File: src/rtl/alu_pkg.sv
`default_nettype none
// ============================================================================
// alu_pkg : constants and state encoding shared by the ALU shift units
// Revision: 1.0
// ============================================================================
package alu_pkg;

   localparam int WORD_W  = 32;
   localparam int SHAMT_W = 5;

   typedef enum logic [1:0] {
      IDLE  = 2'd0,
      SHIFT = 2'd1,
      DONE  = 2'd2
   } lsl_state_e;

endpackage : alu_pkg
`default_nettype wire

File: src/rtl/iterative_lsl.sv
`default_nettype none
// ============================================================================
// iterative_lsl : multi-cycle logical shift-left, one bit per clock
// Revision: 1.0
// ============================================================================
module iterative_lsl
   import alu_pkg::*;
#(
   parameter int WIDTH = WORD_W,
   parameter int SHW   = SHAMT_W
) (
   input  logic             clk,
   input  logic             rst,
   input  logic             start,
   input  logic [WIDTH-1:0] Rin,
   input  logic [SHW-1:0]   n,
   output logic             busy,
   output logic             done,
   output logic [WIDTH-1:0] Rx,
   output logic             cout,
   output logic             zero
);

   lsl_state_e       state_q, state_d;
   logic [WIDTH-1:0] rx_q, rx_d;
   logic [SHW-1:0]   cnt_q, cnt_d;
   logic             cout_q, cout_d;

   always_ff @(posedge clk) begin
      if (rst) begin
         state_q <= IDLE;
         rx_q    <= '0;
         cnt_q   <= '0;
         cout_q  <= 1'b0;
      end else begin
         state_q <= state_d;
         rx_q    <= rx_d;
         cnt_q   <= cnt_d;
         cout_q  <= cout_d;
      end
   end

   // The edge that sees cnt==0 only moves to DONE, giving uniform n+1 latency.
   always_comb begin
      state_d = state_q;
      rx_d    = rx_q;
      cnt_d   = cnt_q;
      cout_d  = cout_q;
      unique case (state_q)
         IDLE: begin
            if (start) begin
               rx_d    = Rin;
               cnt_d   = n;
               cout_d  = 1'b0;
               state_d = SHIFT;
            end
         end
         SHIFT: begin
            if (cnt_q != '0) begin
               rx_d   = {rx_q[WIDTH-2:0], 1'b0};
               cout_d = rx_q[WIDTH-1];
               cnt_d  = cnt_q - SHW'(1);
            end else begin
               state_d = DONE;
            end
         end
         DONE:    state_d = IDLE;
         default: state_d = IDLE;
      endcase
   end

   assign busy = (state_q != IDLE);
   assign done = (state_q == DONE);
   assign Rx   = rx_q;
   assign cout = cout_q;
   assign zero = (rx_q == '0);

endmodule : iterative_lsl
`default_nettype wire

File: config.mk
export PLATFORM = sky130hd
export DESIGN_NAME = iterative_lsl
export DESIGN_NICKNAME = d
export VERILOG_FILES = /design/src/rtl/alu_pkg.sv /design/src/rtl/iterative_lsl.sv
export SDC_FILE = /design/constraint.sdc
export NUM_CORES = 1
export LEC_CHECK = 0
export ABC_AREA = 1
export CAP_MARGIN = 20
export CORE_ASPECT_RATIO = 0.5
export CORE_MARGIN = 2
export CORE_UTILIZATION = 42
export CTS_CLUSTER_DIAMETER = 150
export DETAILED_ROUTE_END_ITERATION = 16
export GPL_TIMING_DRIVEN = 0
export PLACE_DENSITY = 0.77
export SYNTH_ARGS = -nofsm -noshare
export SYNTH_HDL_FRONTEND = slang
export SYNTH_SLANG_ARGS = --single-unit
File: constraint.sdc
create_clock -name clk -period 1.7 [get_ports clk]
set_input_delay 0.34 -clock clk [delete_from_list [all_inputs] [get_ports clk]]
set_output_delay 0.34 -clock clk [all_outputs]
set_load 0.05 [all_outputs]
==> impl_results.md, run 1 <==
- Number of H-tree branching levels: 2
- Remaining number of nets flagged by the antenna check after routing: 0
- Count of hold-fix buffers inserted at cts: 0
- Fraction of final layout cells with drive strength greater than 1: 8.66%
- Pin count of the biggest net entering global routing: 13
- Initial standard-cell utilization of the core: 44.5%
- Main area contributors after synthesis: sky130_fd_sc_hd__dfxtp_1, sky130_fd_sc_hd__nand2_1, sky130_fd_sc_hd__o21ai_0, sky130_fd_sc_hd__inv_1, sky130_fd_sc_hd__nand4_1
- Nature of the critical path startpoint: flip-flop
- Library cell with the largest summed area after synthesis: sky130_fd_sc_hd__dfxtp_1
- Number of global-route vias before repair: 1921
- Root cell of the clock tree: sky130_fd_sc_hd__clkbuf_8
- RSZ-0062 raised after global routing: yes
- Top-level port count: 76
- Psw: 1.33 mW
- Worst-Margin Slew: 0.509 ns
- Final routed wirelength across all metal layers: 5400 um
- Number of cells traversed by the worst register-to-register path: 10
- Area of the die: 5330 sq um
- WP data arrival: 1.30 ns
- Final worst path period need: 1.64 ns
- Number of register bits inferred by synthesis: 40
- Worst Setup SP: Rx[4]$_SDFFE_PP0P_
- Net Sw Frac: 40.8%
- Synthesis Warnings: 0
- Drt initial violations: 82
- Worst-case headroom to the max-slew limit: 66.2%
- Global route total overflow: 0
- Sequential fraction of design power: 36.1%
- Critical path class: reg2out
- Maximum capacitance violations: 0
- TritonCTS clock tree: built
- Required time of the worst setup path: 1.36 ns
- Final GP Congestion: 0.806
- Combinational power share: 40.2%
- Worst path top cell family by delay: simple AND/OR/NAND/NOR gates
- Netlist area before placement: 1990 sq um
- Average vias per placed instance: 4.73
- Number of inserted filler cells in the final layout: 436
- Count of TritonRoute iterations in the first routing pass: 4
- Outcome: complete, no violations
- Cell Pwr Density: 1120 nW/um^2
- Area delta synth->final: 46.3%
- Post-Syn Nets: 359
- Mean routed wirelength per cell: 11.7 um
- Num CTS Buffers: 5
- Share of the core filled with cells in the final layout: 65.0%
- Clock latency reported for the late side of the worst-skew pair: 0.29 ns
- Post-synthesis cell type count: 19
- Reg-to-reg critical path startpoint: cnt_q[0]$_SDFFE_PP0P_
- Reg-to-reg endpoint: cnt_q[0]$_SDFFE_PP0P_
- Antenna cell count: 0
- Count of cell instances traversed by the critical path: 6
- Placeable core region: 4470 sq um
- Critical path destination: zero
- Min Hold Slack: 0.461 ns
- Critical-path cell with the highest stage delay: sky130_fd_sc_hd__dfxtp_2
- Fraction of the cycle the final worst path needs: 96.4%
- Placed cell count: 450
- Core Rows: 17
- Count of nets after finishing: 444
- Count of final hold-check violations: 0
- Clock Sink Count: 40
- Clock share of power: 23.8%
- Count of buffer and inverter cells on the critical path: 2
- Worst-case vdd ir drop: 0.000452 V
- Fraction of synthesized cell area taken by the top area cell type: 40.3%
- Most used cells in the layout excluding fill and tap cells: sky130_fd_sc_hd__nand2_1, sky130_fd_sc_hd__clkdlybuf4s50_1, sky130_fd_sc_hd__dfxtp_1
- Final HPWL DP: 4050 um
- Number of instances in the synthesized netlist: 318
- Commonest non-fill, non-tap cell in the layout: sky130_fd_sc_hd__nand2_1
- DRC Markers: 0
- Horiz. Die Dim: 101 um
- Cell internal pwr: 1.93 mW
- Count of input and output buffers: 75
- Global-route wire length before repair: 8640 um
- Clock slew seen by the registers of the worst setup and hold paths: 0.08 ns
- Final setup violation count: 0
- Average instance area after synthesis: 6.24 sq um
- Bufs on Longest Clock Path: 2
- CP peak stage delay: 0.34 ns
- Class of the tightest hold or removal check: reg2reg
- Chip Height: 52.6 um
- Max frequency: 610 MHz
- Worst-case register-to-register setup slack: 0.10 ns
- CP Capture Type: output pin
- Number of antenna violations at the first check in global routing: 0
- Via count: 2179
- Cell-by-cell trace of the critical path: inv_2 -> nand4_1 -> nor2_1 -> nand2_1 -> nor2_2 -> buf_6
- Pins Over Slew Limit: 0
- GR Util All Layers: 21.1%
- Worst-path maximum fanout: 3
- Proportion of synthesized chip area in sequential cells: 40.3%
- Largest clock skew in the final design: 0.00654 ns
- Leakage: 1.53 nW
- Count of non-filler cells in the finished layout: 461
-- power groups by stage --
stage | Clock, mW | Sequential, mW | Combinational (mW)
after floorplan | 0 | 1.54 | 0.552
after global placement | 0 | 1.19 | 1.34
after detailed placement | 0 | 1.20 | 1.36
after CTS | 0.789 | 1.17 | 1.29
after global routing | 0.826 | 1.19 | 1.44
final | 0.775 | 1.18 | 1.31
-- Yosys cell counts --
library cell and count:
sky130_fd_sc_hd__a21oi_4 1, sky130_fd_sc_hd__buf_1 1, sky130_fd_sc_hd__buf_2 4, sky130_fd_sc_hd__buf_6 3, sky130_fd_sc_hd__clkbuf_1 6, sky130_fd_sc_hd__dfxtp_1 40
sky130_fd_sc_hd__ha_1 1, sky130_fd_sc_hd__inv_1 37, sky130_fd_sc_hd__inv_2 1, sky130_fd_sc_hd__nand2_1 160, sky130_fd_sc_hd__nand2_2 3, sky130_fd_sc_hd__nand3_1 5
sky130_fd_sc_hd__nand3_2 1, sky130_fd_sc_hd__nand4_1 8, sky130_fd_sc_hd__nor2_1 10, sky130_fd_sc_hd__nor2_2 2, sky130_fd_sc_hd__nor3_1 1, sky130_fd_sc_hd__o21ai_0 33
sky130_fd_sc_hd__xnor2_1 1
-- per-layer routing --
metal	share of wire, %	track usage [%]
met3	4.3	5.20
met4	0.85	6.08
met5	0	0
met1	48	27.2
met2	47	35.3
-- flip-flops by register name (all words and copies together), names as in the netlist --
signal,flops
cnt_q,5
cout,1
state_q,2
Rx,32
-- repair_timing --
item / in CTS / in global routing
gates cloned: 0 / 0
hold endpoints to repair: 0 / 0
endpoints found under the setup margin: 36 / 31
buffers inserted: 0 / 3
gates resized for setup: 41 / 13
pin swaps: 0 / 7
-- stage by stage --
step           setup TNS, ns  instance area [sq um]  total power [mW]  setup slack (ns)
3_3_place_gp          -0.285                   2810              2.53            -0.248
3_5_place_dp           -1.45                   2810              2.56            -0.267
5_1_grt             -0.00656                   2910              3.46          -0.00656
2_1_floorplan              0                   1990              2.09            0.0628
6_report                   0                   2910              3.26            0.0610
4_1_cts                    0                   2870              3.25            0.0147
-- cell families after synthesis --
| group | synth area share, % |
|---|---|
| buffers and inverters | 11.2 |
| flip-flops | 40.3 |
| adder cells (fa/ha/maj) | 0.630 |
| XOR/XNOR | 0.441 |
| AND/OR/NAND/NOR | 38.2 |
| AO/OA/AOI/OAI | 9.14 |
-- how the worst min path moves through the flow --
stage                              startpoint                 endpoint  cells after the start
after CTS                 Rx[28]$_SDFFE_PP0P_      Rx[28]$_SDFFE_PP0P_                      2
final                       cout$_SDFFE_PP0P_        cout$_SDFFE_PP0P_                      2
after floorplan                           rst  state_q[1]$_SDFFE_PP0P_                      1
after detailed placement  Rx[28]$_SDFFE_PP0P_      Rx[28]$_SDFFE_PP0P_                      2
after global routing        cout$_SDFFE_PP0P_        cout$_SDFFE_PP0P_                      2
after global placement      cout$_SDFFE_PP0P_        cout$_SDFFE_PP0P_                      2
-- tightest hold or removal path: stages, from the launching register on --
cell and delay [ns]:
sky130_fd_sc_hd__dfxtp_1 0.32, sky130_fd_sc_hd__nand2_1 0.06, sky130_fd_sc_hd__nand2_1 0.04
-- final cells by class --
cell class,count,area [sq um],share of cell area (%)
plain buffers,14,87.6,3.01
clock buffers,6,72.6,2.50
clock inverters,2,35.0,1.21
inverters,38,143,4.91
multi-input cells,226,967,33.3
flip-flops and latches,40,805,27.7
well taps,57,71.3,2.45
repair buffers,78,724,24.9
Power figures use the tool's default switching activity.
==> run 2: changes to the inputs <==
--- a/config.mk
+++ b/config.mk
@@ -6,9 +6,8 @@
 export NUM_CORES = 1
 export LEC_CHECK = 0
 export ABC_AREA = 1
-export CAP_MARGIN = 20
 export CORE_ASPECT_RATIO = 0.5
-export CORE_MARGIN = 2
+export CORE_MARGIN = 1
 export CORE_UTILIZATION = 42
 export CTS_CLUSTER_DIAMETER = 150
 export DETAILED_ROUTE_END_ITERATION = 16
==> impl_results.md, run 2 (synthesis gave the netlist of run 1 again) <==
- Critical path class: reg2out
- Commonest non-fill, non-tap cell in the layout: sky130_fd_sc_hd__nand2_1
- Final GP Congestion: 0.818
- Average vias per placed instance: 4.69
- Count of non-filler cells in the finished layout: 461
- Placeable core region: 4470 sq um
- Worst-case headroom to the max-slew limit: 65.8%
- Required time of the worst setup path: 1.36 ns
- Initial standard-cell utilization of the core: 44.5%
- Number of H-tree branching levels: 2
- Total power: 3.28 mW
- Count of nets after finishing: 444
- Final HPWL DP: 4030 um
- Count of input and output buffers: 75
- Area of the die: 5020 sq um
- Via count: 2164
- TritonCTS clock tree: built
- Most used cells in the layout excluding fill and tap cells: sky130_fd_sc_hd__nand2_1, sky130_fd_sc_hd__clkdlybuf4s50_1, sky130_fd_sc_hd__dlygate4sd2_1
- Max frequency: 610 MHz
- Global route total overflow: 0
- Clock slew seen by the registers of the worst setup and hold paths: 0.08 ns
- Leakage: 1.53 nW
- Pin count of the biggest net entering global routing: 13
- Area delta synth->final: 47.0%
- Chip Height: 50.6 um
- Mean routed wirelength per cell: 11.7 um
- Bufs on Longest Clock Path: 2
- Drt initial violations: 82
- Pins Over Slew Limit: 0
- Clock Sink Count: 40
- WP data arrival: 1.30 ns
- CP Capture Type: output pin
- Final routed wirelength across all metal layers: 5390 um
- Final setup violation count: 0
- Count of hold-fix buffers inserted at cts: 0
- Worst-Margin Slew: 0.515 ns
- Worst-case vdd ir drop: 0.000464 V
- Maximum capacitance violations: 0
- Number of flip-flops under the largest register name: 32
- Number of global-route vias before repair: 1996
- Global-route wire length before repair: 8870 um
- GR Util All Layers: 22.5%
- Remaining number of nets flagged by the antenna check after routing: 0
- Count of TritonRoute iterations in the first routing pass: 5
- Horiz. Die Dim: 99.2 um
- Fraction of the cycle the final worst path needs: 96.4%
- Cell Pwr Density: 1120 nW/um^2
- Clock latency reported for the late side of the worst-skew pair: 0.30 ns
- Class of the tightest hold or removal check: reg2reg
- Antenna cell count: 0
- Largest clock skew in the final design: 0.00760 ns
- Placed cell count: 450
- Number of antenna violations at the first check in global routing: 0
- Core Rows: 17
- Nature of the critical path startpoint: flip-flop
- Root cell of the clock tree: sky130_fd_sc_hd__clkbuf_8
- Worst-path maximum fanout: 3
- Fraction of final layout cells with drive strength greater than 1: 11.1%
- Count of final hold-check violations: 0
- Final worst path period need: 1.64 ns
- Top-level port count: 76
- Num CTS Buffers: 5
- DRC Markers: 0
- Outcome: complete, no violations
run 2: changes by cell type in the layout (fill, tap and decap cells not counted), sizes merged:
cell | before | now
buf | 8 | 12
clkbuf | 17 | 13
run 2: final timing paths:
| check | from | slack [ns] | depth (start not counted) | endpoint |
|---|---|---|---|---|
| max | Rx[1]$_SDFFE_PP0P_ | 0.06 | 6 | zero |
| min reg2reg | cout$_SDFFE_PP0P_ | 0.45 | 2 | cout$_SDFFE_PP0P_ |
| max reg2reg | cnt_q[0]$_SDFFE_PP0P_ | 0.14 | 10 | Rx[22]$_SDFFE_PP0P_ |
| min | cout$_SDFFE_PP0P_ | 0.45 | 2 | cout$_SDFFE_PP0P_ |
run 2: final cells by class:
cell class	count	area, sq um
clock buffer	6	72.6
clock inverter	2	35.0
tap	57	71.3
multi-input combinational	226	967
inverter	38	143
timing repair buffer	78	727
sequential	40	812
fill	436	1550
buffer	14	91.3
run 2: what timing repair did:
| action | in CTS | in global routing |
|---|---|---|
| pin swaps | 0 | 7 |
| setup buffers | 0 | 3 |
| setup endpoints to repair | 36 | 32 |
| gates resized for setup | 41 | 27 |
run 2: worst max-delay path, cell delays in order, from the launching register on:
cell	delay [ns]
sky130_fd_sc_hd__dfxtp_1	0.34
sky130_fd_sc_hd__inv_1	0.08
sky130_fd_sc_hd__nand4_1	0.11
sky130_fd_sc_hd__nor2_1	0.12
sky130_fd_sc_hd__nand2_1	0.08
sky130_fd_sc_hd__nor2_2	0.12
sky130_fd_sc_hd__buf_6	0.16
run 2: power by group:
group | internal, mW | switching, mW | leakage [nW]
Sequential | 1.08 | 0.109 | 0.332
Combinational | 0.428 | 0.886 | 1.14
Clock | 0.436 | 0.343 | 0.0552
Total | 1.94 | 1.34 | 1.53
run 2: per-stage QoR:
step | util, % | TNS, ns | cell area (sq um) | setup WS, ns | hold slack (ns)
after floorplan | - | 0 | 1990 | 0.0628 | 0.419
after global placement | 62.9 | -0.513 | 2810 | -0.247 | 0.450
after detailed placement | 62.9 | -1.04 | 2810 | -0.245 | 0.444
after CTS | 64.3 | 0 | 2870 | 0.0341 | 0.453
after global routing | 65.4 | -0.00500 | 2920 | -0.00500 | 0.461
final | 65.4 | 0 | 2920 | 0.0612 | 0.452
run 2: layer usage:
metal | vias to the layer above | share of wire [%] | global-route usage, %
met1 | 981 | 48 | 28.5
li1 | 1138 | - | -
met2 | 41 | 47 | 39.5
met3 | 4 | 4.1 | 4.32
met4 | 0 | 0.39 | 6.13
met5 | - | 0 | 0
